$ cat config.mk
export PLATFORM = sky130hd
export DESIGN_NAME = sdram_burst_sched
export DESIGN_NICKNAME = d
export VERILOG_FILES = /design/src/rtl/sdram_burst_sched.sv
export SDC_FILE = /design/constraint.sdc
export NUM_CORES = 1
export LEC_CHECK = 0
export ABC_AREA = 1
export BUFFER_PORTS_ARGS = -buffer_cell sky130_fd_sc_hd__buf_2
export CORE_MARGIN = 3
export CORE_UTILIZATION = 47
export DETAILED_ROUTE_END_ITERATION = 12
export PLACE_DENSITY = 0.7
export SLEW_MARGIN = 25
export SYNTH_ARGS = -nofsm -noshare
export SYNTH_HDL_FRONTEND = slang
export SYNTH_SLANG_ARGS = --single-unit
$ cat constraint.sdc
create_clock -name sys_clk -period 2.2 [get_ports sys_clk]
set_input_delay 0.22 -clock sys_clk [delete_from_list [all_inputs] [get_ports sys_clk]]
set_output_delay 0.22 -clock sys_clk [all_outputs]
set_load 0.02 [all_outputs]
$ cat src/rtl/sdram_burst_sched.sv
// Burst scheduler for the camera frame buffer. It issues write and read bursts to the SDRAM
// arbiter and ping-pongs write and read frames between banks 0 and 1.
`timescale 1ns/1ps
module sdram_burst_sched #(
    parameter int BURST_LEN   = 10,
    parameter int FRAME_WORDS = 307200,
    parameter int RD_LOW      = 256,
    parameter int CNT_W       = 11
) (
    input  logic             sys_clk,
    input  logic             sys_rst_n,
    input  logic             init_end,
    input  logic [CNT_W-1:0] wr_fifo_cnt,
    input  logic [CNT_W-1:0] rd_fifo_cnt,
    input  logic             rd_valid,
    input  logic             wr_ack,
    input  logic             wr_end,
    input  logic             rd_ack,
    input  logic             rd_end,
    output logic             wr_req,
    output logic [1:0]       wr_ba,
    output logic [21:0]      wr_addr,
    output logic             rd_req,
    output logic [1:0]       rd_ba,
    output logic [21:0]      rd_addr,
    output logic             frame_done
);

    typedef enum logic [2:0] {
        IDLE, CHECK, WR_PEND, WR_RUN, RD_PEND, RD_RUN
    } state_t;

    localparam logic [CNT_W-1:0] BURST_CNT  = CNT_W'(BURST_LEN);
    localparam logic [CNT_W-1:0] RD_LOW_CNT = CNT_W'(RD_LOW);
    localparam logic [21:0]      STEP       = 22'(BURST_LEN);
    localparam logic [21:0]      FRAME      = 22'(FRAME_WORDS);

    state_t      state, next_state;
    logic [21:0] wr_ptr, rd_ptr;
    logic        wr_pp, rd_pp, last_wr, frame_ready;
    logic        we, re, wr_done, rd_done, wr_wrap, rd_wrap, wr_pp_nxt;

    // An end pulse only counts while its own burst is outstanding.
    always_comb begin
        we        = (wr_fifo_cnt >= BURST_CNT);
        re        = rd_valid && (rd_fifo_cnt < RD_LOW_CNT);
        wr_done   = wr_end && ((state == WR_PEND) || (state == WR_RUN));
        rd_done   = rd_end && ((state == RD_PEND) || (state == RD_RUN));
        wr_wrap   = wr_done && ((wr_ptr + STEP) >= FRAME);
        rd_wrap   = rd_done && ((rd_ptr + STEP) >= FRAME);
        wr_pp_nxt = wr_pp ^ wr_wrap;
    end

    // NOTE: next_state gets its default before the case so no path leaves it unassigned,
    // which would otherwise infer a latch.
    always_comb begin
        next_state = state;
        case (state)
            IDLE:    if (init_end) next_state = CHECK;
            CHECK: begin
                if (we && !(re && last_wr)) next_state = WR_PEND;
                else if (re)                next_state = RD_PEND;
            end
            WR_PEND: begin
                if (wr_end)      next_state = CHECK;
                else if (wr_ack) next_state = WR_RUN;
            end
            WR_RUN:  if (wr_end) next_state = CHECK;
            RD_PEND: begin
                if (rd_end)      next_state = CHECK;
                else if (rd_ack) next_state = RD_RUN;
            end
            RD_RUN:  if (rd_end) next_state = CHECK;
            default: next_state = IDLE;
        endcase
    end

    // NOTE: every register here uses non-blocking assignment so all of them update from
    // the same pre-edge values.
    always_ff @(posedge sys_clk or negedge sys_rst_n) begin
        if (!sys_rst_n) state <= IDLE;
        else            state <= next_state;
    end

    always_ff @(posedge sys_clk or negedge sys_rst_n) begin
        if (!sys_rst_n) begin
            wr_req      <= 1'b0;
            rd_req      <= 1'b0;
            wr_ba       <= '0;
            wr_addr     <= '0;
            rd_ba       <= '0;
            rd_addr     <= '0;
            frame_done  <= 1'b0;
            wr_ptr      <= '0;
            rd_ptr      <= '0;
            wr_pp       <= 1'b0;
            rd_pp       <= 1'b1;
            last_wr     <= 1'b0;
            frame_ready <= 1'b0;
        end else begin
            wr_req     <= (next_state == WR_PEND);
            rd_req     <= (next_state == RD_PEND);
            frame_done <= wr_wrap;

            // Addresses are captured as the request rises and held until the next request.
            if ((state == CHECK) && (next_state == WR_PEND)) begin
                wr_addr <= wr_ptr;
                wr_ba   <= {1'b0, wr_pp};
            end
            if ((state == CHECK) && (next_state == RD_PEND)) begin
                rd_addr <= rd_ptr;
                rd_ba   <= {1'b0, rd_pp};
            end

            if (wr_done) begin
                last_wr <= 1'b1;
                wr_ptr  <= wr_wrap ? '0 : wr_ptr + STEP;
            end
            wr_pp <= wr_pp_nxt;

            if (rd_done) begin
                last_wr <= 1'b0;
                rd_ptr  <= rd_wrap ? '0 : rd_ptr + STEP;
            end

            // Display switches to the other bank only once a complete frame exists there.
            if (rd_wrap && frame_ready) rd_pp <= ~wr_pp_nxt;

            if (wr_wrap)                    frame_ready <= 1'b1;
            else if (rd_wrap && frame_ready) frame_ready <= 1'b0;
        end
    end

endmodule

Word-level counts from Yosys, hierarchy flattened
Cells that the tools add are included.
Cells by class
  add/subtract/negate cells: 2
  order comparisons: 4
  equal/unequal tests: 7
  multiplexer cells: 16
  bitwise gates (word level): 2
  reduce and logical (&&, ||, !) cells: 16
Operator list (count)
  22-bit by 4-bit adder with 22-bit output (second input constant): 2
  22-bit by 19-bit >= comparator with 1-bit output (second input constant): 2
  22-bit two-way mux: 2
  3-bit two-way mux: 9
  3-bit one-hot mux with 6 select lines: 1
  11-bit by 4-bit >= comparator with 1-bit output (second input constant): 1
  11-bit by 9-bit < comparator with 1-bit output (second input constant): 1
  1-bit logical AND: 10
  3-bit by 2-bit == test with 1-bit output (second input constant): 3
  3-bit == test (second input constant): 3
  1-bit two-way mux: 4
  2-bit nonzero test: 2
  3-bit by 1-bit == test with 1-bit output (second input constant): 1
  3-bit zero test: 1
  1-bit logical OR: 2
  1-bit zero test: 1
  1-bit NOT: 1
  1-bit XOR: 1
Storage, ports and cells
  register bits: 100
  bits of input ports: 30
  output and inout bits: 51

Logic depth before layout (Yosys ltp)
  depth after elaboration: 9
  mapped depth: 17
  mapped depth without buffers: 17

Worst setup path before layout
Ideal clock, no wire load.
  kind: register -> register
  start: register rd_ptr[1]
  end: register rd_pp
  setup time: 79 ps
  data arrival time: 1663 ps
  data required time: 2121 ps
  slack: 458 ps
  cell stages (with the launch flop): 13
  period minus slack after synthesis: 1742 ps
  path through: dfrtp_1 -> ha_1 -> o21ai_2 -> nor2_1 -> nand3_1 -> xor2_1 -> nor2_1 -> nand2_1 -> nand2_2 -> nand2_2 -> inv_2 -> o21ai_0 -> nand2_1
Between the ends
  longest elaborated chain between the ends: 4
RTL lines
  start, declared: RTL line 39  | logic [21:0] wr_ptr, rd_ptr;
  start signal, assigned: RTL line 123  | rd_ptr <= rd_wrap ? '0 : rd_ptr + STEP;
  22-bit by 4-bit adder with 22-bit output: RTL line 50  | rd_wrap = rd_done && ((rd_ptr + STEP) >= FRAME);
  22-bit by 19-bit >= comparator with 1-bit output: RTL line 50
  1-bit logical AND: RTL line 50
  1-bit logical AND: RTL line 127  | if (rd_wrap && frame_ready) rd_pp <= ~wr_pp_nxt;
  end signal, assigned: RTL line 127
  end, declared: RTL line 40  | logic wr_pp, rd_pp, last_wr, frame_ready;
No other way between the ends.
A chain may end at the register's enable or synchronous reset.

Worst setup path after layout
  start: register wr_ptr[1]
  end: register wr_ptr[13]
Between the ends
  longest elaborated chain between the ends: 4
RTL lines
  start, declared: RTL line 39
  start signal, assigned: RTL line 117  | wr_ptr <= wr_wrap ? '0 : wr_ptr + STEP;
  22-bit by 4-bit adder with 22-bit output *: RTL line 49, 117
  22-bit by 19-bit >= comparator with 1-bit output: RTL line 49  | wr_wrap = wr_done && ((wr_ptr + STEP) >= FRAME);
  1-bit logical AND: RTL line 49
  22-bit two-way mux *: RTL line 117
Every way passes the cells marked *; elsewhere a longest branch is shown, timed or not.

==> flow_summary.json <==
{
  "status": "finished, final reports clean",
  "ctsLongestPathBuffers": 2,
  "grt_pass1_vias": 3991,
  "overflow": 0,
  "drc": 0,
  "p_leak_nw": 2.81,
  "num-nets-final": 674,
  "gp_congestion": 0.905,
  "final_layout_size_suffix_gt1_share_pct": 20.3,
  "p_comb_share_pct": 30.8,
  "yosys-top-cells-area": "dfrtp_1 51%, nand2_1 13%, o21ai_0 6.1%, inv_1 4.9%, nor2_1 4.6%",
  "initial_core_util_pct": 49.4,
  "pwr_density_cell_mw_per_mm2": 979,
  "pin_count": 81,
  "diodes": 0,
  "power.total_mw": 5.28,
  "grt_pass1_wl_um": 17500,
  "viasPerCell": 5.01,
  "synthArstFlopShare_pct": 100,
  "clkPwrFrac_pct": 22.9,
  "place_area_sq_mm": 0.00516,
  "cts_tree": "done",
  "synth_cells": 570,
  "dr.pass1.iters": 4,
  "period_needed_ns": 2.04,
  "drt_iter0_drc": 158,
  "p_int_mw": 3.25,
  "path_max_fanout": 6,
  "design_area_sq_mm": 0.00539,
  "syn_area_sq_mm": 0.00468,
  "clockRootBuffer": "clkbuf_8",
  "antenna_left": 0,
  "cts.htree.levels": 3,
  "hp-class": "input pin to register",
  "fin_skew_ns": 0.00797,
  "arrival_ns": 2.32,
  "post-route-period-util_pct": 92.6,
  "num_rows": 35,
  "synthDistinctLibCells": 43,
  "synth_top_area_cell": "dfrtp_1",
  "core_area_sq_mm": 0.00946,
  "grt_util_all_layers_pct": 19.0,
  "grt_max_degree": 67,
  "startpoint_type": "register",
  "path_class": "register to register",
  "final_cell_mix": "159 x nand2_1, 95 x dfrtp_1, 66 x buf_2, 61 x inv_1, 57 x o21ai_0",
  "syn2layout_area_growth_pct": 15.3,
  "place_inst": 759,
  "vias": 3886,
  "synth_seq_cells": 96,
  "postCtsSetupBuffers": 0,
  "power.switching_mw": 2.04,
  "clock_latency_ns": 0.37,
  "cp-end-kind": "register",
  "io_buffers": 67,
  "stdcell_count": 775,
  "slew_violations": 0,
  "dp_hpwl_um": 7520,
  "max-vdd-ir-drop_uv": 520,
  "cap_viol_max_count": 0,
  "swShare_pct": 38.6,
  "synth_edf_count": 0,
  "fmax_mhz": 491,
  "die_area_sq_mm": 0.0112,
  "numCtsBuffers": 9,
  "seqPwrFrac_pct": 46.3,
  "rsz0062_at_grt": "yes",
  "antenna_found_initial": 0,
  "cts_sinks": 96,
  "required_ns": 2.48,
  "yosys_warnings": 0,
  "hold_viol_final": 0,
  "wl_per_cell_um": 13.0,
  "synth_ff_type": "dfrtp_1",
  "synth_top_area_share_pct": 50.8,
  "die_w_um": 106,
  "clk_pin_slew_worst_paths_ns": 0.10,
  "synth.avg_cell_area_sq_um": 8.21,
  "die_h_um": 106,
  "seq_area_frac_synth_pct": 51.4,
  "routed_wl_um": 10100,
  "final_common_cell": "nand2_1",
  "setup_viol": 0,
  "tns_ns": 0
}
through the flow:
stage	worst slack, ns	utilization (%)	hold slack (ns)
CTS	0.140	56.8	0.0897
global route	-0.00637	57.0	0.100
global placement	0.222	54.6	0.174
detailed placement	0.171	54.6	0.175
finish	0.163	57.0	0.101
floorplan	0.458	-	-0.0756
routing by layer:
layer | share of wire (%) | vias to the layer above | track usage [%]
met5 | 0 | - | 0
li1 | - | 1950 | -
met4 | 1.4 | 0 | 5.92
met2 | 51 | 80 | 34.6
met1 | 44 | 1843 | 22.5
met3 | 3.6 | 13 | 3.86
worst max-delay path, stage by stage (launching register included):
cell and delay, ns:
dfrtp_1 0.41, ha_1 0.22, nor2_1 0.13, nor2_2 0.07, inv_1 0.11, nor2_2 0.07, nand3_1 0.10, clkinv_1 0.09
nand2_1 0.06, nand2_1 0.05, a21oi_2 0.21, nand3_2 0.16, inv_2 0.14, nand2_1 0.06, o21ai_0 0.08
power by group through the flow:
stage / registers [mW] / clock network (mW) / logic, mW
floorplan: 2.61 / 0 / 0.980
global placement: 2.45 / 0 / 1.59
detailed placement: 2.47 / 0 / 1.62
CTS: 2.44 / 1.25 / 1.63
global route: 2.50 / 1.32 / 1.87
finish: 2.45 / 1.21 / 1.63
kinds of logic (layout without fill, tap and decap cells):
family / Yosys count / after routing / share of synthesized area, %
buf+inv: 83 / 156 / 7.22
mux: 6 / 6 / 1.44
compound gates: 79 / 79 / 9.52
simple gates: 290 / 290 / 27.4
xor+xnor: 13 / 13 / 2.43
fa+ha+maj: 2 / 2 / 0.535
flops: 96 / 96 / 51.4
other cells: 1 / 4 / 0.0802
cell type report:
class | instances | area, sq um
fillers | 899 | 4070
flip-flops and latches | 96 | 2400
multi-input cells | 394 | 1960
repair buffers | 75 | 413
inverters | 66 | 253
well taps | 129 | 161
clock buffers | 10 | 138
clock inverters | 5 | 63.8
state kept, by name (all words and copies together) (netlist names):
signal       flops
rd_ba            1
rd_req           1
wr_ba            1
wr_pp            1
frame_ready      1
state            3
rd_ptr          21
last_wr          1
wr_ptr          21
rd_pp            1
rd_addr         21
wr_req           1
frame_done       1
wr_addr         21
synthesized netlist by cell type, types with 2 or more instances:
| master | instances |
|---|---|
| o22ai_1 | 3 |
| dfrtp_1 | 95 |
| nand3_1 | 29 |
| nand3_2 | 2 |
| o21ai_0 | 57 |
| ha_1 | 2 |
| buf_4 | 4 |
| clkbuf_1 | 10 |
| xnor2_1 | 3 |
| inv_1 | 61 |
| a21oi_2 | 2 |
| mux2_2 | 6 |
| nor2_4 | 4 |
| nor3_1 | 12 |
| nand2_2 | 6 |
| nor2_2 | 5 |
| a211oi_2 | 2 |
| and2_1 | 2 |
| inv_2 | 3 |
| nand3b_1 | 2 |
| o21ai_1 | 2 |
| nor2_1 | 57 |
| a21oi_1 | 8 |
| nand2_1 | 159 |
| nor3_2 | 4 |
| nand4_1 | 4 |
| xor2_1 | 10 |
final timing paths:
path	startpoint	to	slack, ns	cells past startpoint
setup / recovery	wr_ptr[1]	wr_ptr[13]	0.16	14
hold / removal	rd_end	state[2]	0.10	2
setup reg to reg	wr_ptr[1]	wr_ptr[13]	0.16	14
hold reg to reg	wr_addr[20]	wr_addr[20]	0.48	2
max in group asynchronous	sys_rst_n	rd_pp	1.16	3
min in group asynchronous	sys_rst_n	wr_addr[9]	0.31	2
timing repair:
| item | CTS | global route |
|---|---|---|
| hold buffers | 1 | 0 |
| resized for setup | 0 | 4 |
| endpoints found under the hold margin | 30 | 0 |
| setup endpoints to repair | 0 | 21 |
(Power assumes the default switching activity.)
